--- config.mk ---
export PLATFORM = sky130hd
export DESIGN_NAME = muldiv_sequencer
export DESIGN_NICKNAME = d
export VERILOG_FILES = /design/src/rtl/muldiv_pkg.sv /design/src/rtl/muldiv_datapath.sv /design/src/rtl/muldiv_sequencer.sv
export SDC_FILE = /design/constraint.sdc
export NUM_CORES = 1
export LEC_CHECK = 0
export CAP_MARGIN = 10
export CORE_AREA = 2 2 194 196
export CTS_CLUSTER_SIZE = 25
export DETAILED_ROUTE_END_ITERATION = 16
export DIE_AREA = 0 0 196 198
export DONT_BUFFER_PORTS = 1
export PLACE_DENSITY = 0.64
export SYNTH_ARGS = -nofsm -noshare
export SYNTH_HDL_FRONTEND = slang
export SYNTH_SLANG_ARGS = --single-unit
--- constraint.sdc ---
create_clock -name clock -period 16.4 [get_ports clock]
set_input_delay 4.1 -clock clock [delete_from_list [all_inputs] [get_ports clock]]
set_output_delay 4.1 -clock clock [all_outputs]
set_load 0.01 [all_outputs]
--- src/rtl/muldiv_pkg.sv ---
// Shared encodings for the multiply/divide sequencer and its datapath.
package muldiv_pkg;

    localparam int DEFAULT_WIDTH = 32;
    localparam int DEFAULT_CNT_W = 6;

    localparam logic [1:0] OP_MULT  = 2'b00;
    localparam logic [1:0] OP_MULTU = 2'b01;
    localparam logic [1:0] OP_DIV   = 2'b10;
    localparam logic [1:0] OP_DIVU  = 2'b11;

    typedef enum logic [2:0] {
        IDLE,
        MUL,
        DIV,
        FIX,
        FIN
    } state_t;

endpackage

--- src/rtl/muldiv_datapath.sv ---
// Operand, product and remainder registers with the shift-add / restoring-divide
// step and the sign fix-up, driven by load/step/fix strobes from the sequencer.
module muldiv_datapath
    import muldiv_pkg::*;
#(
    parameter int WIDTH = DEFAULT_WIDTH
) (
    input  logic             clock,
    input  logic             reset,
    input  logic             load,
    input  logic             step,
    input  logic             fix,
    input  logic [1:0]       op,
    input  logic [WIDTH-1:0] opa,
    input  logic [WIDTH-1:0] opb,
    output logic [WIDTH-1:0] res_hi,
    output logic [WIDTH-1:0] res_lo
);

    logic [WIDTH-1:0]   mcand_q, mcand_d;
    logic [2*WIDTH-1:0] acc_q, acc_d;
    logic               sign_a_q, sign_a_d;
    logic               sign_b_q, sign_b_d;
    logic               is_div_q, is_div_d;
    logic               is_signed_q, is_signed_d;

    logic               ld_signed;
    logic [WIDTH-1:0]   mag_a, mag_b;
    logic [WIDTH:0]     mul_sum;
    logic [WIDTH:0]     div_part;
    logic               div_ge;
    logic [WIDTH-1:0]   div_rem;
    logic [2*WIDTH-1:0] prod_fixed;
    logic [WIDTH-1:0]   quot_fixed, rem_fixed;

    // mcand holds |A| for multiply and the divisor |B| for divide; acc holds
    // {partial product, multiplier} or {remainder, dividend/quotient}.
    always_comb begin
        ld_signed = (op == OP_MULT) || (op == OP_DIV);
        mag_a     = (ld_signed && opa[WIDTH-1]) ? -opa : opa;
        mag_b     = (ld_signed && opb[WIDTH-1]) ? -opb : opb;

        mul_sum   = {1'b0, acc_q[2*WIDTH-1:WIDTH]} + (acc_q[0] ? {1'b0, mcand_q} : '0);
        div_part  = acc_q[2*WIDTH-1:WIDTH-1];
        div_ge    = div_part >= {1'b0, mcand_q};
        div_rem   = div_part[WIDTH-1:0] - mcand_q;

        prod_fixed = (is_signed_q && (sign_a_q ^ sign_b_q)) ? -acc_q : acc_q;
        quot_fixed = (is_signed_q && (sign_a_q ^ sign_b_q)) ? -acc_q[WIDTH-1:0]
                                                             : acc_q[WIDTH-1:0];
        rem_fixed  = (is_signed_q && sign_a_q) ? -acc_q[2*WIDTH-1:WIDTH]
                                               : acc_q[2*WIDTH-1:WIDTH];
        res_hi = is_div_q ? rem_fixed  : prod_fixed[2*WIDTH-1:WIDTH];
        res_lo = is_div_q ? quot_fixed : prod_fixed[WIDTH-1:0];

        mcand_d     = mcand_q;
        acc_d       = acc_q;
        sign_a_d    = sign_a_q;
        sign_b_d    = sign_b_q;
        is_div_d    = is_div_q;
        is_signed_d = is_signed_q;

        if (load) begin
            sign_a_d    = ld_signed & opa[WIDTH-1];
            sign_b_d    = ld_signed & opb[WIDTH-1];
            is_div_d    = op[1];
            is_signed_d = ld_signed;
            if (op[1]) begin
                mcand_d = mag_b;
                acc_d   = {{WIDTH{1'b0}}, mag_a};
            end else begin
                mcand_d = mag_a;
                acc_d   = {{WIDTH{1'b0}}, mag_b};
            end
        end else if (step) begin
            if (is_div_q) begin
                if (div_ge) begin
                    acc_d = {div_rem, acc_q[WIDTH-2:0], 1'b1};
                end else begin
                    acc_d = {div_part[WIDTH-1:0], acc_q[WIDTH-2:0], 1'b0};
                end
            end else begin
                acc_d = {mul_sum, acc_q[WIDTH-1:1]};
            end
        end else if (fix) begin
            acc_d = {res_hi, res_lo};
        end
    end

    always_ff @(posedge clock or posedge reset) begin
        if (reset) begin
            mcand_q     <= '0;
            acc_q       <= '0;
            sign_a_q    <= 1'b0;
            sign_b_q    <= 1'b0;
            is_div_q    <= 1'b0;
            is_signed_q <= 1'b0;
        end else begin
            mcand_q     <= mcand_d;
            acc_q       <= acc_d;
            sign_a_q    <= sign_a_d;
            sign_b_q    <= sign_b_d;
            is_div_q    <= is_div_d;
            is_signed_q <= is_signed_d;
        end
    end

endmodule

--- src/rtl/muldiv_sequencer.sv ---
// Control FSM for the multi-cycle MULT/DIV unit; owns HI/LO, MTHI/MTLO writes,
// and the busy/done/div_zero handshake back to the main CPU control.
module muldiv_sequencer
    import muldiv_pkg::*;
#(
    parameter int WIDTH = DEFAULT_WIDTH,
    parameter int CNT_W = DEFAULT_CNT_W
) (
    input  logic             clock,
    input  logic             reset,
    input  logic             start,
    input  logic [1:0]       op,
    input  logic             abort,
    input  logic [WIDTH-1:0] opa,
    input  logic [WIDTH-1:0] opb,
    input  logic             hi_wr,
    input  logic             lo_wr,
    input  logic [WIDTH-1:0] wdata,
    output logic             busy,
    output logic             done,
    output logic             div_zero,
    output logic [WIDTH-1:0] hi,
    output logic [WIDTH-1:0] lo
);

    state_t             state_q, state_d;
    logic [CNT_W-1:0]   cnt_q, cnt_d;
    logic [WIDTH-1:0]   hi_q, hi_d;
    logic [WIDTH-1:0]   lo_q, lo_d;
    logic               busy_q, busy_d;
    logic               done_q, done_d;
    logic               div_zero_q, div_zero_d;

    logic               load, step, fix;
    logic [WIDTH-1:0]   res_hi, res_lo;

    muldiv_datapath #(
        .WIDTH (WIDTH)
    ) u_datapath (
        .clock  (clock),
        .reset  (reset),
        .load   (load),
        .step   (step),
        .fix    (fix),
        .op     (op),
        .opa    (opa),
        .opb    (opb),
        .res_hi (res_hi),
        .res_lo (res_lo)
    );

    // HI/LO are loaded on the FIX->FIN edge so they are valid while done is high.
    always_comb begin
        state_d    = state_q;
        cnt_d      = cnt_q;
        hi_d       = hi_q;
        lo_d       = lo_q;
        done_d     = 1'b0;
        div_zero_d = 1'b0;
        load       = 1'b0;
        step       = 1'b0;
        fix        = 1'b0;

        unique case (state_q)
            IDLE: begin
                if (hi_wr) hi_d = wdata;
                if (lo_wr) lo_d = wdata;
                if (start && !abort) begin
                    load  = 1'b1;
                    cnt_d = '0;
                    if (op[1] && (opb == '0)) begin
                        state_d    = FIN;
                        done_d     = 1'b1;
                        div_zero_d = 1'b1;
                    end else begin
                        state_d = op[1] ? DIV : MUL;
                    end
                end
            end
            MUL, DIV: begin
                step  = 1'b1;
                cnt_d = cnt_q + 1'b1;
                if (cnt_q == CNT_W'(WIDTH - 1)) state_d = FIX;
            end
            FIX: begin
                fix     = 1'b1;
                hi_d    = res_hi;
                lo_d    = res_lo;
                done_d  = 1'b1;
                state_d = FIN;
            end
            FIN: begin
                state_d = IDLE;
            end
            default: begin
                state_d = IDLE;
            end
        endcase

        if (abort && (state_q != IDLE)) begin
            state_d    = IDLE;
            hi_d       = hi_q;
            lo_d       = lo_q;
            done_d     = 1'b0;
            div_zero_d = 1'b0;
            step       = 1'b0;
            fix        = 1'b0;
        end

        busy_d = (state_d != IDLE);
    end

    always_ff @(posedge clock or posedge reset) begin
        if (reset) begin
            state_q    <= IDLE;
            cnt_q      <= '0;
            hi_q       <= '0;
            lo_q       <= '0;
            busy_q     <= 1'b0;
            done_q     <= 1'b0;
            div_zero_q <= 1'b0;
        end else begin
            state_q    <= state_d;
            cnt_q      <= cnt_d;
            hi_q       <= hi_d;
            lo_q       <= lo_d;
            busy_q     <= busy_d;
            done_q     <= done_d;
            div_zero_q <= div_zero_d;
        end
    end

    assign busy     = busy_q;
    assign done     = done_q;
    assign div_zero = div_zero_q;
    assign hi       = hi_q;
    assign lo       = lo_q;

endmodule

==> impl_metrics.ini <==
[outcome]
status = finished clean

[clock_tree]
cts-resized-gates = 0
clkLatencyLatePin_ps = 460
post_cts_buffers = 0
cts.path.max_buffers = 2
clkTransAtPathRegs_ps = 80
root_buffer = clkbuf_16
cts_buffers = 17
ctsHoldBuffers = 0
clock_sinks = 176
cts_tree = built
htree_levels = 4

[die]
die_w_um = 196
start_util_pct = 44.0
dieHeight_um = 198
fp.coreArea_um2 = 37000
dieArea_um2 = 38800
row_count = 71
io_pins = 171

[yosys]
syn_inst = 2148
ys.flop_type = dfrtp_1
syn_area_um2 = 16300
yosys.area_share.xor_xnor_pct = 10.5
ys_types = 81
async_flop_share_pct = 100
synthMuxAreaShare_pct = 3.27
avgSynthCellArea_um2 = 7.58
seq_area_frac_synth_pct = 27.1
synth_top_family_by_area = compound AO/OA/AOI/OAI gates
syn_nets = 2323
synth_commonest_cells = nor2_1, nand2_1, a21oi_1, dfrtp_1, o21ai_0
synthSimpleGateAreaFrac_pct = 20.5
ys_seq_elements = 176
synth_fa_ha_area_share_pct = 5.55
yosysMostFrequentCell = nor2_1
synth_top_area_share_pct = 27.1
synthTopCellsByArea = dfrtp_1, a21oi_1, nor2_1
ys_warn_count = 0
synth_compound_gate_area_share_pct = 28.1
synth_edf_count = 0
synth_area_leader_cell = dfrtp_1

[global_routing]
grt_remaining_overflow = 0
grt_pass1_vias = 15481
grt_use_total_pct = 32.7
grt_max_degree = 104
antenna_found_initial = 0
grt_pass1_wl_um = 95700

[setup_path]
critPathMaxFanout = 66
cpPeakStageDelay_ps = 620
crit_family = simple AND/OR/NAND/NOR gates
start_kind = primary input
crit_buf_inv = 2
path_cells = nor4_1 > nand2_2 > buf_4 > nand2_1 > nor2_1 > inv_1 > or2_2 > a21oi_1 > nand2_1
critPathCaptureType = flop
cp_common_cell = nand2_1
cp.arrival_ps = 6830
worstSetupPathType = in -> reg
r2r_slack_ps = 11460
crit_slowest_cell = nor2_1
cp.required_ps = 16750

[drt]
vias_per_cell = 6.53
drcViolationCount = 0
wl_per_cell_um = 25.5
firstDrtPassIters = 6
wl_um = 64600
drt_iter0_drc = 1879
vias = 16568
antenna_left = 0

[layout]
nets = 2224
antennaDiodeCount = 0
drive_gt1_share_pct = 4.56
final-instance-count-excl-fill = 2536
syn2layout_area_growth_pct = 5.10

[timing]
maxSlewViolCount = 0
tns_ps = 0
finalSetupViolCount = 0
tightest_slew_ps = 1030
max-slew-margin-rel_pct = 31.4
fin_worst_skew_ps = 15.1
fin_crit_sh_pct = 39.5
rsz0062_at_grt = false
min_period_ps = 6480
max_freq_ghz = 0.154
hold_ws_ps = 484
hold_viol_final = 0

[placement]
port_buffers = 0
place_inst = 2504
hpwlAfterDp_um = 50300
globalplace.congestion = 0.995

[power_and_ir_drop]
power.density_nw_per_um2 = 199
p_leak_nw = 7.23
ir_drop_uv = 87.9

[job]
maxCapViolCount = 0

[min_path]
hold_class = reg -> reg
-- metrics by stage --
step           power, mW  worst slack, ps  util [%]  cell area [um2]
4_1_cts             3.33             9960      46.3            17100
3_5_place_dp        2.90             9470      44.7            16500
6_report            3.40             9920      46.3            17100
3_3_place_gp        2.88             9520      44.7            16500
2_1_floorplan       2.25             7530         -            16300
5_1_grt             3.59             9680      46.3            17100
-- report_power, final --
part	leakage, nW	internal (mW)	total (mW)	switching (mW)
clock network	0.292	0.228	0.423	0.195
logic	4.74	0.735	2.06	1.33
registers	2.19	0.595	0.913	0.318
-- worst paths after layout --
path / start / endpoint / cells past startpoint
hold reg to reg: u_datapath.mcand_q[8]$_DFFE_PP0P_ / u_datapath.mcand_q[8]$_DFFE_PP0P_ / 2
setup / recovery: abort / u_datapath.acc_q[25]$_DFFE_PP0P_ / 9
setup reg to reg: u_datapath.acc_q[43]$_DFFE_PP0P_ / u_datapath.acc_q[43]$_DFFE_PP0P_ / 9
hold / removal: u_datapath.mcand_q[8]$_DFFE_PP0P_ / u_datapath.mcand_q[8]$_DFFE_PP0P_ / 2
max in group asynchronous: reset / u_datapath.is_div_q$_DFFE_PP0P_ / 2
min in group asynchronous: reset / lo[14]$_DFFE_PP0P_ / 1
-- state kept, by name, indices dropped and copies added, names as in the netlist --
signal,flops
u_datapath.sign_b_q,1
busy,1
u_datapath.acc_q,64
u_datapath.is_signed_q,1
u_datapath.is_div_q,1
lo,32
state_q,3
done,1
cnt_q,6
u_datapath.mcand_q,32
u_datapath.sign_a_q,1
div_zero,1
hi,32
-- tightest hold or removal path, cell delays in order (launching register included) --
cell	delay, ps
dfrtp_1	350
nand2_1	50
o21ai_0	60
-- cell type report --
| type | instances | area [um2] |
|---|---|---|
| Fill cell | 3756 | 19800 |
| Timing Repair Buffer | 23 | 173 |
| Inverter | 72 | 275 |
| Clock buffer | 18 | 429 |
| Multi-Input combinational cell | 1759 | 11100 |
| Clock inverter | 14 | 156 |
| Sequential cell | 176 | 4410 |
| Tap cell | 474 | 593 |
-- cells in the final DEF, fill, tap and decap left out, types with 12 or more instances in the layout --
| cell type | instances |
|---|---|
| buf_4 | 23 |
| or4_1 | 16 |
| dfrtp_1 | 175 |
| o21a_1 | 19 |
| o22ai_1 | 17 |
| nor3_1 | 58 |
| nand4_1 | 22 |
| o211ai_1 | 32 |
| and3_1 | 12 |
| a31oi_1 | 32 |
| o21ai_0 | 170 |
| or3_1 | 20 |
| o31ai_1 | 35 |
| nor2_1 | 246 |
| inv_1 | 69 |
| mux2i_1 | 43 |
| and2_1 | 12 |
| a21oi_1 | 208 |
| nand2_1 | 213 |
| nand3_1 | 38 |
| a211oi_1 | 28 |
| nand2b_1 | 19 |
| ha_1 | 69 |
| o221ai_1 | 14 |
| xor2_1 | 90 |
| a21o_1 | 39 |
| clkbuf_16 | 17 |
| nor4_1 | 17 |
| xnor2_1 | 105 |
-- logic make-up (layout without fill, tap and decap cells) --
group | after synthesis | count (layout)
fa+ha+maj | 71 | 71
mux | 52 | 52
buf+inv | 213 | 127
flops | 176 | 176
simple gates | 720 | 720
xor+xnor | 195 | 195
compound gates | 721 | 721
-- metal layers --
layer	vias to the layer above	routed length (um)	part of all wire, %	track usage (%)
met2	935	27400	42	49.0
li1	7590	-	-	-
met1	7913	27400	42	44.5
met5	-	0	0	0
met3	130	7010	11	8.36
met4	0	2870	4.4	14.1
Note: power is estimated with default switching activity, not from simulation.
